$ cat src/rtl/rtc_pkg.sv
`default_nettype none
// ------------------------------------------------------------------
// rtc_pkg : RTC register map, address table and sequencer states
// Revision 1.0
// ------------------------------------------------------------------
package rtc_pkg;

  localparam logic [2:0] IDX_CMD  = 3'd0;
  localparam logic [2:0] IDX_SEG  = 3'd1;
  localparam logic [2:0] IDX_MIN  = 3'd2;
  localparam logic [2:0] IDX_HORA = 3'd3;
  localparam logic [2:0] IDX_DIA  = 3'd4;
  localparam logic [2:0] IDX_MES  = 3'd5;
  localparam logic [2:0] IDX_ANIO = 3'd6;

  typedef enum logic [2:0] {
    SEQ_IDLE  = 3'd0,
    SEQ_CYCLE = 3'd1,
    SEQ_STORE = 3'd2,
    SEQ_GAP_S = 3'd3,
    SEQ_DONE  = 3'd4
  } seq_state_t;

  typedef enum logic [1:0] {
    CYC_IDLE  = 2'd0,
    CYC_ADDR  = 2'd1,
    CYC_GAP_A = 2'd2,
    CYC_DATA  = 2'd3
  } cyc_state_t;

  // RTC bus address for each RAM index
  function automatic logic [7:0] addr_of(input logic [2:0] idx);
    case (idx)
      IDX_CMD:  addr_of = 8'hF0;
      IDX_SEG:  addr_of = 8'h21;
      IDX_MIN:  addr_of = 8'h22;
      IDX_HORA: addr_of = 8'h23;
      IDX_DIA:  addr_of = 8'h24;
      IDX_MES:  addr_of = 8'h25;
      IDX_ANIO: addr_of = 8'h26;
      default:  addr_of = 8'h00;
    endcase
  endfunction

endpackage
`default_nettype wire

$ cat src/rtl/rtc_rd_cycle.sv
`default_nettype none
// ------------------------------------------------------------------
// rtc_rd_cycle : one multiplexed ADDR -> GAP -> DATA read cycle
// Revision 1.0
// ------------------------------------------------------------------
module rtc_rd_cycle
  import rtc_pkg::*;
#(
  parameter int T_ADDR = 8,
  parameter int T_DATA = 8,
  parameter int T_GAP  = 4
) (
  input  logic       clk,
  input  logic       reset,
  input  logic       go,
  input  logic [7:0] addr,
  input  logic [7:0] ad_bus_in,
  output logic [7:0] ad_bus_out,
  output logic       ad_bus_oe,
  output logic       a_d,
  output logic       cs,
  output logic       rd,
  output logic       wr,
  output logic [7:0] data,
  output logic       ready
);

  cyc_state_t state, next_state;
  logic [7:0] cnt, next_cnt;

  always_comb begin
    next_state = state;
    next_cnt   = cnt;
    case (state)
      CYC_IDLE: if (go) begin
        next_state = CYC_ADDR;
        next_cnt   = 8'(T_ADDR - 1);
      end
      CYC_ADDR: if (cnt == 8'd0) begin
        next_state = CYC_GAP_A;
        next_cnt   = 8'(T_GAP - 1);
      end else next_cnt = cnt - 8'd1;
      CYC_GAP_A: if (cnt == 8'd0) begin
        next_state = CYC_DATA;
        next_cnt   = 8'(T_DATA - 1);
      end else next_cnt = cnt - 8'd1;
      CYC_DATA: if (cnt == 8'd0) next_state = CYC_IDLE;
                else next_cnt = cnt - 8'd1;
      default: next_state = CYC_IDLE;
    endcase
  end

  // High during the final DATA cycle; the byte is taken on the edge that ends it
  assign ready = (state == CYC_DATA) && (cnt == 8'd0);

  // Strobes are decoded from next_state so every pin comes straight off a flop
  always_ff @(posedge clk or negedge reset) begin
    if (!reset) begin
      state      <= CYC_IDLE;
      cnt        <= 8'd0;
      cs         <= 1'b1;
      rd         <= 1'b1;
      wr         <= 1'b1;
      a_d        <= 1'b1;
      ad_bus_oe  <= 1'b0;
      ad_bus_out <= 8'h00;
      data       <= 8'h00;
    end else begin
      state     <= next_state;
      cnt       <= next_cnt;
      cs        <= !((next_state == CYC_ADDR) || (next_state == CYC_DATA));
      wr        <= (next_state != CYC_ADDR);
      rd        <= (next_state != CYC_DATA);
      a_d       <= (next_state != CYC_ADDR);
      ad_bus_oe <= (next_state == CYC_ADDR);
      if ((state == CYC_IDLE) && go) ad_bus_out <= addr;
      else if (next_state != CYC_ADDR) ad_bus_out <= 8'h00;
      if (ready) data <= ad_bus_in;
    end
  end

endmodule
`default_nettype wire

$ cat src/rtl/rtc_read_seq.sv
`default_nettype none
// ------------------------------------------------------------------
// rtc_read_seq : reads the seven RTC registers into the time RAM
// Revision 1.0
// ------------------------------------------------------------------
module rtc_read_seq
  import rtc_pkg::*;
#(
  parameter int T_ADDR = 8,
  parameter int T_DATA = 8,
  parameter int T_GAP  = 4,
  parameter int N_REG  = 7
) (
  input  logic       clk,
  input  logic       reset,
  input  logic       do_it_leer,
  input  logic [7:0] ad_bus_in,
  output logic [7:0] ad_bus_out,
  output logic       ad_bus_oe,
  output logic       a_d,
  output logic       cs,
  output logic       rd,
  output logic       wr,
  output logic [2:0] ram_waddr,
  output logic [7:0] ram_wdata,
  output logic       ram_we,
  output logic       busy,
  output logic       done
);

  seq_state_t state, next_state;
  logic [2:0] idx, next_idx, go_idx;
  logic [7:0] cnt, next_cnt;
  logic       cyc_go, cyc_ready;

  always_comb begin
    next_state = state;
    next_idx   = idx;
    next_cnt   = cnt;
    cyc_go     = 1'b0;
    go_idx     = idx;
    case (state)
      SEQ_IDLE: if (do_it_leer) begin
        next_state = SEQ_CYCLE;
        next_idx   = 3'd0;
        go_idx     = 3'd0;
        cyc_go     = 1'b1;
      end
      SEQ_CYCLE: if (cyc_ready) next_state = SEQ_STORE;
      SEQ_STORE: begin
        next_state = SEQ_GAP_S;
        next_cnt   = 8'(T_GAP - 1);
      end
      SEQ_GAP_S: if (cnt != 8'd0) next_cnt = cnt - 8'd1;
                 else if (idx == 3'(N_REG - 1)) next_state = SEQ_DONE;
                 else begin
                   next_state = SEQ_CYCLE;
                   next_idx   = idx + 3'd1;
                   go_idx     = idx + 3'd1;
                   cyc_go     = 1'b1;
                 end
      SEQ_DONE: next_state = SEQ_IDLE;
      default:  next_state = SEQ_IDLE;
    endcase
  end

  always_ff @(posedge clk or negedge reset) begin
    if (!reset) begin
      state     <= SEQ_IDLE;
      idx       <= 3'd0;
      cnt       <= 8'd0;
      ram_we    <= 1'b0;
      ram_waddr <= 3'd0;
      busy      <= 1'b0;
      done      <= 1'b0;
    end else begin
      state  <= next_state;
      idx    <= next_idx;
      cnt    <= next_cnt;
      ram_we <= (next_state == SEQ_STORE);
      if (next_state == SEQ_STORE) ram_waddr <= idx;
      busy   <= (next_state != SEQ_IDLE);
      done   <= (next_state == SEQ_DONE);
    end
  end

  rtc_rd_cycle #(
    .T_ADDR(T_ADDR),
    .T_DATA(T_DATA),
    .T_GAP (T_GAP)
  ) u_cycle (
    .clk       (clk),
    .reset     (reset),
    .go        (cyc_go),
    .addr      (addr_of(go_idx)),
    .ad_bus_in (ad_bus_in),
    .ad_bus_out(ad_bus_out),
    .ad_bus_oe (ad_bus_oe),
    .a_d       (a_d),
    .cs        (cs),
    .rd        (rd),
    .wr        (wr),
    .data      (ram_wdata),
    .ready     (cyc_ready)
  );

endmodule
`default_nettype wire

$ cat config.mk
export PLATFORM = sky130hd
export DESIGN_NAME = rtc_read_seq
export DESIGN_NICKNAME = d
export VERILOG_FILES = /design/src/rtl/rtc_pkg.sv /design/src/rtl/rtc_rd_cycle.sv /design/src/rtl/rtc_read_seq.sv
export SDC_FILE = /design/constraint.sdc
export NUM_CORES = 1
export LEC_CHECK = 0
export BUFFER_PORTS_ARGS = -buffer_cell sky130_fd_sc_hd__buf_2
export CAP_MARGIN = 20
export CORE_ASPECT_RATIO = 0.8
export CORE_UTILIZATION = 35
export CTS_BUF_LIST = sky130_fd_sc_hd__clkbuf_8
export DETAILED_ROUTE_END_ITERATION = 16
export GPL_TIMING_DRIVEN = 0
export PLACE_DENSITY_LB_ADDON = 0.25
export SYNTH_ARGS = -nofsm -noshare
export SYNTH_HDL_FRONTEND = slang
export SYNTH_SLANG_ARGS = --single-unit
$ cat constraint.sdc
create_clock -name clk -period 5.95 [get_ports clk]
set_input_delay 0.2975 -clock clk [delete_from_list [all_inputs] [get_ports clk]]
set_output_delay 0.2975 -clock clk [all_outputs]
set_load 0.01 [all_outputs]
==> results of run 1 <==
[cells in the mapped netlist (all sizes together), types with 2 or more instances]
cell type  instances  share of area
a21oi              6          0.013
nand2             14          0.024
buf                7          0.020
a32o               2         0.0090
o31ai              3          0.010
or4b               2          0.011
or2                3         0.0084
clkbuf             4         0.0067
nand3              3         0.0067
mux2              11          0.056
o21ai              9          0.020
o21a               2         0.0067
ha                 5          0.028
nor4               2          0.012
o211ai             4          0.013
nand2b             5          0.014
nor2              21          0.035
nor3               9          0.020
a211o              2         0.0079
dfrtp             44           0.49
nor3b              3          0.015
a22o               3          0.012
inv                8          0.013
or3                2         0.0056
xor2               7          0.028
xnor2              2         0.0079
dfstp              3          0.035
[stage by stage]
stage	util	instance area [sq um]	power (mW)	setup WS, ns
after global placement	0.416	2510	0.339	3.43
after CTS	0.435	2630	0.584	3.42
after global routing	0.440	2660	0.595	3.23
final	0.440	2660	0.576	3.39
after detailed placement	0.416	2510	0.339	3.46
after floorplan	-	2230	0.329	3.80
[cells by family after synthesis]
group / after synthesis / synth area share
adders and majority gates: 5 / 0.0281
other: 1 / 0.00168
muxes: 12 / 0.0601
buffers and inverters: 19 / 0.0399
DFF: 47 / 0.529
and+or+nand+nor: 72 / 0.183
AOI/OAI and AO/OA: 39 / 0.122
xor gates and xnor gates: 9 / 0.0354
[layer usage]
metal / vias to the layer above / global-route usage / wire length [um]
met2: 29 / 0.212 / 1810
met1: 794 / 0.183 / 2230
met5: - / 0 / 0
met4: 0 / 0.0441 / 45
li1: 808 / - / -
met3: 5 / 0.0290 / 158
[what timing repair did]
item                       CTS  global route
hold buffers                 0             1
hold endpoints to repair     0            12
setup endpoints to repair    0             0
buffers inserted             0             0
[how the worst min path moves through the flow]
stage | from | end | slack [ns] | depth (start not counted)
3_3_place_gp | u_cycle.ad_bus_out[5] | u_cycle.ad_bus_out[5] | 0.48 | 1
6_report | ad_bus_in[3] | u_cycle.data[3] | 0.23 | 2
2_1_floorplan | reset | busy | 0.002 | 0
5_1_grt | ad_bus_in[0] | u_cycle.data[0] | 0.23 | 2
3_5_place_dp | u_cycle.ad_bus_out[5] | u_cycle.ad_bus_out[5] | 0.48 | 1
4_1_cts | ad_bus_in[3] | u_cycle.data[3] | 0.22 | 2
[worst max-delay path, cell delays in order, from the launching register on]
cell and delay (ns):
dfrtp_1 0.41, inv_1 0.09, ha_1 0.14, nor3b_1 0.66, and4_1 0.32, buf_2 0.16
nor3_1 0.09, or2_2 0.36, a22o_1 0.24
[power groups by stage]
stage / clock [mW] / combinational (mW) / sequential (mW)
floorplan: 0 / 0.00156 / 0.327
global placement: 0 / 0.0124 / 0.327
detailed placement: 0 / 0.0124 / 0.327
CTS: 0.251 / 0.0124 / 0.320
global route: 0.259 / 0.0160 / 0.320
finish: 0.242 / 0.0138 / 0.320
[cell type report]
class                      instances  area (sq um)  area share
timing repair buffer              38           210      0.0791
multi-input combinational        138           960       0.361
tap                               81           101      0.0381
sequential                        47          1180       0.444
clock buffer                       6          82.6      0.0311
clock inverter                     2          35.0      0.0132
buffer                            11          58.8      0.0221
inverter                           8          30.0      0.0113
[state kept, by name, summed over array words and instances (netlist names), 2 cells and up]
register and count:
cnt 8, u_cycle.cnt 8, u_cycle.data 8, u_cycle.ad_bus_out 5, idx 3, ram_waddr 3, state 3, u_cycle.state 2
==> impl_metrics.csv, run 1 <==
group,metric,value,unit
outcome,outcome,"finished clean",
route,wirelength,4250,um
cells_and_area,fillCellCount,580,
clock_network,cts.path.max_buffers,2,
clock_network,post_cts_resized,0,
critical_path,required,6.14,ns
synth,syn_avg_cell_area,10.9,sq um
global_route,grt_first_pass_wirelength,6960,um
timing,whs,0.228,ns
die,dieHeight,73.4,um
clock_network,cts_buffers,5,
global_route,grt-ovfl-total,0,
clock_network,clock-sinks,47,
synth,synth.distinct_cells,50,
critical_path,crit_start,"cnt[0]",
synth,ys.flop_type,"dfrtp_1",
power_and_ir_drop,switchingPower,0.114,mW
critical_path,r2r_end,"u_cycle.cnt[3]",
route,viasPerCell,4.94,
timing,worst_slew_pin_slew,0.795,ns
critical_path,r2r_start,"cnt[0]",
clock_network,cts.htree.levels,2,
cells_and_area,layout_common_cells,"44 x dfrtp_1, 38 x buf_2, 21 x nor2_1",
timing,rsz0062_at_grt,"false",
cells_and_area,layout_commonest_cell,"dfrtp_1",
route,ant_nets,0,
critical_path,crit_fanout,6,
critical_path,r2r_cells,8,
synth,yosysSeqAreaShare,0.529,
clock_network,tritoncts,"yes",
power_and_ir_drop,power.share.clock,0.420,
route,first_pass_iters,4,
global_route,grt_use_total,0.133,
critical_path,critPathKind,"register to register",
critical_path,regToRegSetupSlack,3.39,ns
placement,dp_cells,321,
clock_network,cts_root_buffer,"clkbuf_8",
route,dr.first_iter.drc_count,65,
power_and_ir_drop,leakage,1.30,nW
placement,dpl.hpwl,2990,um
critical_path,crit_arrival,2.75,ns
global_route,antenna_found_initial,0,
synth,synth_nets,220,
die,start_util,0.369,
power_and_ir_drop,p_per_area,217,nW/um^2
timing,timing.fmax,0.390,GHz
die,core_area,6040,sq um
synth,netlist_instances,204,
power_and_ir_drop,swShare,0.198,
die,rows,25,
cells_and_area,drive_above_1_share,0.288,
timing,finalHoldViolCount,0,
clock_network,path_clk_slew,0.09,ns
synth,synthArstFlopShare,1.00,
clock_network,clkLatencyLatePin,0.29,ns
run,cap_violations,0,
placement,port_buffers,36,
power_and_ir_drop,combPwrFrac,0.024,
route,wl_per_cell,12.8,um
power_and_ir_drop,power.internal,0.462,mW
cells_and_area,area_growth,19.3,%
route,vias,1636,
die,io_pins,38,
synth,synth.cell_area,2230,sq um
placement,gp_congestion,0.761,
synth,synth_edf_count,0,
global_route,grt_max_degree,48,
timing,final.min_clock_period,2.56,ns
min_path,worstHoldPathType,"primary input to register",
power_and_ir_drop,p_seq_frac,0.556,
critical_path,endpoint_kind,"register",
timing,tns,0,ns
cells_and_area,nets,265,
global_route,grt_pass1_vias,1515,
die,dieWidth,91.2,um
timing,setup_viol,0,
timing,final.period_utilization,0.431,
die,die_area,6690,sq um
route,drc,0,
synth,ys_ff_latch,47,
synth,yosysWarningCount,0,
power_and_ir_drop,peakVddDrop,0.133,mV
cells_and_area,final_cells,331,
cells_and_area,n_antenna_cell,0,
critical_path,cp-endpoint,"u_cycle.cnt[3]",
timing,fin_skew,0.00900,ns
timing,slew_headroom,0.469,
critical_path,worstSetupStartpointType,"register",
timing,drv_slew,0,
(Power assumes the default switching activity.)
==> run 2: changes to the inputs <==
==> constraint.sdc (replaced) <==
create_clock -name clk -period 2.1 [get_ports clk]
set_input_delay 0.105 -clock clk [delete_from_list [all_inputs] [get_ports clk]]
set_output_delay 0.105 -clock clk [all_outputs]
set_load 0.01 [all_outputs]
==> run 2 against run 1 <==
Effect of this change:
- die area stayed put
- worst hold slack worse by 0.19 ns
- sequential power grew to 2.8 times the previous value
- the run now ends with setup timing left
- global-route usage is 0.96 points higher
- first-iteration DRC count is 23% higher
- worst setup slack worse by 3.4 ns
==> impl_metrics.csv, run 2 (same netlist as run 1, synthesis figures left out) <==
group,metric,value,unit
die,core_area,6040,sq um
cells_and_area,final_area,2840,sq um
timing,finalHoldViolCount,0,
global_route,grt_pass1_vias,1598,
cells_and_area,fin_util,0.470,
critical_path,required,2.28,ns
clock_network,clock-sinks,47,
clock_network,path_clk_slew,0.09,ns
power_and_ir_drop,p_per_area,574,nW/um^2
timing,fin_ws,-0.0614,ns
clock_network,cts.htree.levels,2,
power_and_ir_drop,peakVddDrop,0.376,mV
timing,whs,0.0368,ns
min_path,worstHoldPathType,"primary input to register",
power_and_ir_drop,leakage,1.39,nW
die,io_pins,38,
die,dieHeight,73.4,um
die,dieWidth,91.2,um
power_and_ir_drop,switchingPower,0.321,mW
route,first_pass_iters,5,
cells_and_area,reg_top3,"cnt: 8 flops, u_cycle.cnt: 8 flops, u_cycle.data: 8 flops",
cells_and_area,drive_above_1_share,0.373,
cells_and_area,nets,278,
timing,fin_skew,0.00952,ns
die,rows,25,
route,wl_per_cell,13.1,um
die,die_area,6690,sq um
global_route,antenna_found_initial,0,
timing,final.min_clock_period,2.16,ns
power_and_ir_drop,swShare,0.197,
outcome,outcome,"finished, violations left",
placement,dp_cells,321,
cells_and_area,n_antenna_cell,0,
cells_and_area,final_cells,344,
critical_path,r2r_end,"ram_waddr[2]",
global_route,grt_use_total,0.143,
route,viasPerCell,4.95,
critical_path,worstSetupStartpointType,"register",
min_path,hold_depth,2,
placement,port_buffers,36,
critical_path,r2r_start,"u_cycle.cnt[1]",
min_path,min-delay-start,"ad_bus_in[3]",
global_route,grt_first_pass_wirelength,7430,um
route,drc,0,
global_route,grt-ovfl-total,0,
cells_and_area,area_growth,27.4,%
clock_network,tritoncts,"yes",
critical_path,max_stage_delay,0.47,ns
route,dr.first_iter.drc_count,80,
critical_path,crit_chain,"inv_2, ha_4, or4b_4, nor2b_4, and3_4, nor3b_4, buf_6, mux2_4",
run,cap_violations,0,
placement,gp_congestion,0.761,
cells_and_area,layout_commonest_cell,"dfrtp_1",
timing,rsz0062_at_grt,"true",
die,start_util,0.369,
cells_and_area,layout_common_cells,"42 x dfrtp_1, 37 x buf_2, 21 x nor2_1",
outcome,violations,"setup timing",
clock_network,cts.path.max_buffers,2,
timing,drv_slew,0,
timing,setup_viol,3,
power_and_ir_drop,power.internal,1.31,mW
critical_path,crit_arrival,2.34,ns
placement,dpl.hpwl,2990,um
route,wirelength,4520,um
timing,timing.fmax,0.463,GHz
route,vias,1704,
min_path,whs_endpoint,"u_cycle.data[3]",
placement,place_area,2510,sq um
critical_path,endpoint_kind,"register",
critical_path,r2r_cells,8,
critical_path,crit_slowest_cell,"or4b_4",
power_and_ir_drop,p_seq_frac,0.557,
clock_network,cts_buffers,5,
timing,final.period_utilization,1.03,
power_and_ir_drop,power.share.clock,0.419,
critical_path,critPathKind,"register to register",
power_and_ir_drop,combPwrFrac,0.024,
clock_network,cts_root_buffer,"clkbuf_8",
critical_path,regToRegSetupSlack,-0.06,ns
route,ant_nets,0,
clock_network,clkLatencyLatePin,0.29,ns
global_route,grt_max_degree,48,
critical_path,crit_fanout,3,
==> run 2: power by group through the flow <==
stage	logic [mW]	clock network [mW]	registers [mW]
floorplan	0.00441	0	0.926
detailed placement	0.0352	0	0.925
global placement	0.0350	0	0.925
global route	0.0453	0.733	0.908
finish	0.0392	0.682	0.907
CTS	0.0353	0.711	0.908
==> run 2: metal layers <==
metal	part of all wire	GRT usage
met3	0.036	0.0280
met1	0.51	0.192
met2	0.44	0.237
met4	0.010	0.0459
met5	0	0
==> run 2: worst max-delay path: cells and delay by family, from the launching register on <==
kind,cells,cell delay [ns]
and+or+nand+nor,4,1.03
DFF,1,0.40
adders and majority gates,1,0.12
buffers and inverters,2,0.21
muxes,1,0.29
==> run 2: layout make-up <==
class | count | area, sq um
fillers | 571 | 3200
flip-flops and latches | 47 | 1180
multi-input cells | 138 | 1030
repair buffers | 52 | 323
well taps | 81 | 101
clock buffers | 6 | 82.6
plain buffers | 10 | 58.8
clock inverters | 2 | 35.0
inverters | 8 | 30.0
==> run 2: per-stage QoR <==
step                      TNS (ns)  power (mW)  setup WS (ns)
final                       -0.181        1.63        -0.0614
after global routing        -0.976        1.69         -0.147
after CTS                   -0.153        1.65        -0.0470
after detailed placement     -6.46       0.960         -0.389
after global placement       -6.75       0.960         -0.418
after floorplan             -0.146       0.931        -0.0487
==> run 2: worst max path at each step <==
stage                   start                     to  depth (start not counted)
2_1_floorplan  u_cycle.cnt[0]           ram_waddr[0]                          7
3_3_place_gp           cnt[0]         u_cycle.cnt[3]                          8
3_5_place_dp           cnt[0]  u_cycle.ad_bus_out[1]                          8
4_1_cts        u_cycle.cnt[1]           ram_waddr[1]                          8
5_1_grt        u_cycle.cnt[1]           ram_waddr[0]                          8
6_report       u_cycle.cnt[1]           ram_waddr[2]                          8
==> run 2: repair_timing <==
action,CTS,global route
endpoints found under the setup margin,37,26
resized for setup,14,8
hold endpoints to repair,0,12
buffers inserted,11,3
pin swaps,2,1
hold buffers,0,1
==> run 3: changes to the inputs <==
--- a/config.mk
+++ b/config.mk
@@ -5,14 +5,16 @@
 export SDC_FILE = /design/constraint.sdc
 export NUM_CORES = 1
 export LEC_CHECK = 0
+export ABC_AREA = 1
 export BUFFER_PORTS_ARGS = -buffer_cell sky130_fd_sc_hd__buf_2
 export CAP_MARGIN = 20
 export CORE_ASPECT_RATIO = 0.8
-export CORE_UTILIZATION = 35
+export CORE_UTILIZATION = 45
 export CTS_BUF_LIST = sky130_fd_sc_hd__clkbuf_8
 export DETAILED_ROUTE_END_ITERATION = 16
 export GPL_TIMING_DRIVEN = 0
 export PLACE_DENSITY_LB_ADDON = 0.25
+export SLEW_MARGIN = 25
 export SYNTH_ARGS = -nofsm -noshare
 export SYNTH_HDL_FRONTEND = slang
 export SYNTH_SLANG_ARGS = --single-unit
==> run 3 against run 2 <==
Effect of this change:
- the run now ends clean
- cell count grew 16%
- die area shrank 16%
- critical path depth grew 3
- maximum frequency grew 21%
- routed wire length shrank 3.0%
- sequential power is essentially flat
- combinational power shrank 3%
- global-route usage grew 3.6 points
- first-iteration DRC count grew 79%
- sequential share of layout area grew 0.53 points
- largest cell class unchanged
==> impl_metrics.csv, run 3 <==
group,metric,value,unit
outcome,outcome,"finished clean",
critical_path,worstSetupStartpointType,"register",
timing,rsz0062_at_grt,"false",
synth,synth_most_common_cell,"nand2_1",
route,ant_nets,0,
die,start_util,0.470,
synth,synth.distinct_cells,33,
critical_path,crit_chain,"inv_1, ha_1, nand2_1, nor2_4, nand2_4, nor2_8, inv_6, nand2_4, inv_2, nand3_1, nand2_1",
global_route,grt-ovfl-total,0,
min_path,whs_endpoint,"u_cycle.data[4]",
clock_network,post_cts_resized,0,
critical_path,path_buf_inv,3,
route,dr.first_iter.drc_count,143,
cells_and_area,n_antenna_cell,0,
global_route,grt_first_pass_wirelength,7760,um
synth,synth.top_cell.area_share,0.462,
critical_path,r2r_cells,11,
synth,ys_top_cells_by_count,"90 x nand2_1, 44 x dfrtp_1, 39 x inv_1, 22 x nor2_1, 17 x nand3_1",
cells_and_area,final_cells,398,
route,vias,1912,
power_and_ir_drop,p_per_area,523,nW/um^2
power_and_ir_drop,peakVddDrop,0.353,mV
synth,yosysWarningCount,0,
route,viasPerCell,4.80,
clock_network,cts.path.max_buffers,2,
critical_path,r2r_start,"u_cycle.cnt[0]",
critical_path,cp_top_family,"simple AND/OR/NAND/NOR gates",
die,dieWidth,83.3,um
global_route,antenna_found_initial,0,
timing,drv_slew,0,
timing,fin_skew,0.00729,ns
critical_path,required,2.29,ns
global_route,grt_max_degree,48,
run,cap_violations,0,
route,wirelength,4390,um
clock_network,cts_root_buffer,"clkbuf_8",
timing,slew_headroom,0.611,
timing,tns,0,ns
cells_and_area,nets,351,
clock_network,tritoncts,"yes",
synth,synthArstFlopShare,1.00,
min_path,hold_depth,3,
min_path,min-delay-start,"ad_bus_in[4]",
clock_network,cts.htree.levels,2,
critical_path,max_stage_delay,0.39,ns
die,dieHeight,67.1,um
die,rows,23,
min_path,worstHoldPathType,"primary input to register",
die,core_area,5060,sq um
synth,ys_ff_latch,47,
die,die_area,5590,sq um
global_route,grt_use_total,0.179,
power_and_ir_drop,leakage,1.68,nW
synth,ys.flop_type,"dfrtp_1",
critical_path,regToRegSetupSlack,0.32,ns
cells_and_area,fillCellCount,453,
synth,synth_nets,301,
synth,synth.cell_area,2380,sq um
critical_path,critPathKind,"register to register",
synth,synthTopCellsByArea,"dfrtp_1 46%, nand2_1 14%, inv_1 6.1%, nand3_1 3.6%, nor2_1 3.5%",
clock_network,clkLatencyLatePin,0.30,ns
timing,worst_slew_pin_slew,0.583,ns
die,io_pins,38,
critical_path,r2r_end,"u_cycle.cnt[2]",
placement,dp_cells,383,
synth,netlist_instances,285,
global_route,grt_pass1_vias,1764,
cells_and_area,area_growth,17.4,%
placement,gp_congestion,0.829,
clock_network,clock-sinks,47,
timing,final.period_utilization,0.849,
timing,final.min_clock_period,1.78,ns
cells_and_area,reg_top3,"cnt: 8 flops, u_cycle.cnt: 8 flops, u_cycle.data: 8 flops",
critical_path,crit_fanout,10,
cells_and_area,layout_commonest_cell,"nand2_1",
synth,yosys.area.top_type,"dfrtp_1",
synth,yosysSeqAreaShare,0.495,
placement,port_buffers,36,
placement,dpl.hpwl,3230,um
route,wl_per_cell,11.0,um
clock_network,cts_buffers,5,
timing,setup_viol,0,
cells_and_area,drive_above_1_share,0.220,
synth,syn_avg_cell_area,8.36,sq um
timing,timing.fmax,0.561,GHz
critical_path,endpoint_kind,"register",
route,first_pass_iters,4,
cells_and_area,layout_common_cells,"90 x nand2_1, 44 x dfrtp_1, 40 x inv_1",
critical_path,crit_slowest_cell,"dfrtp_1",
timing,finalHoldViolCount,0,
clock_network,path_clk_slew,0.08,ns
route,drc,0,
synth,synth_edf_count,0,
critical_path,crit_arrival,1.97,ns
-- run 3: cell type report --
cell class	instances	area, sq um	area share
Inverter	43	169	0.0604
Buffer	6	40.0	0.0143
Sequential cell	47	1180	0.422
Clock buffer	5	68.8	0.0246
Multi-Input combinational cell	189	993	0.355
Timing Repair Buffer	43	253	0.0903
Clock inverter	3	16.3	0.00581
Tap cell	62	77.6	0.0277
-- run 3: power by group --
group	switching, mW	leakage, nW	internal [mW]
Combinational	0.0213	1.07	0.0166
Clock	0.294	0.0453	0.228
Sequential	0	0.563	0.904
-- run 3: worst max-delay path by stage --
| stage | startpoint | endpoint | slack [ns] | cells after the start |
|---|---|---|---|---|
| floorplan | u_cycle.cnt[0] | ram_waddr[0] | 0.54 | 11 |
| global placement | u_cycle.cnt[0] | u_cycle.cnt[2] | 0.34 | 11 |
| CTS | u_cycle.cnt[0] | u_cycle.cnt[2] | 0.29 | 11 |
| global route | cnt[0] | u_cycle.ad_bus_out[2] | 0.14 | 11 |
| detailed placement | u_cycle.cnt[0] | u_cycle.cnt[2] | 0.31 | 11 |
| finish | u_cycle.cnt[0] | u_cycle.cnt[2] | 0.32 | 11 |
-- run 3: repair_timing --
| action | 4_1_cts | 5_1_grt |
|---|---|---|
| buffers inserted | 0 | 0 |
| hold buffers | 7 | 0 |
| hold endpoints to repair | 50 | 0 |
-- run 3: cells by family (layout without fill, tap and decap cells) --
group           Yosys count  count (layout)  synth area share
other cells               1               1           0.00157
buf+inv                  49             100            0.0877
fa+ha+maj                 5               5            0.0263
flops                    47              47             0.495
xor+xnor                  6               6            0.0221
simple gates            146             146             0.284
compound gates           31              31            0.0835
-- run 3: per-layer routing --
layer | share of wire | vias up | global-route usage | wire length, um
met3 | 0.050 | 6 | 0.0458 | 218
li1 | - | 993 | - | -
met5 | 0 | - | 0 | 0
met4 | 0.014 | 0 | 0.0690 | 63
met2 | 0.41 | 46 | 0.269 | 1790
met1 | 0.53 | 867 | 0.248 | 2310
-- run 3: worst register-to-register path, stage by stage (launching register included) --
cell     delay [ns]
dfrtp_1        0.39
inv_1          0.08
ha_1           0.17
nand2_1        0.14
nor2_4         0.16
nand2_4        0.11
nor2_8         0.20
inv_6          0.10
nand2_4        0.14
inv_2          0.05
nand3_1        0.06
nand2_1        0.06
-- run 3: per-stage QoR --
| step | power [mW] | cell area, sq um | utilization | setup WS, ns | hold WS (ns) |
|---|---|---|---|---|---|
| 6_report | 1.46 | 2800 | 0.552 | 0.317 | 0.00732 |
| 5_1_grt | 1.53 | 2800 | 0.552 | 0.138 | 0.0319 |
| 3_5_place_dp | 0.952 | 2640 | 0.522 | 0.314 | 0.158 |
| 4_1_cts | 1.49 | 2800 | 0.552 | 0.294 | 0.00129 |
| 2_1_floorplan | 0.925 | 2380 | - | 0.544 | -0.191 |
| 3_3_place_gp | 0.951 | 2640 | 0.521 | 0.343 | 0.304 |
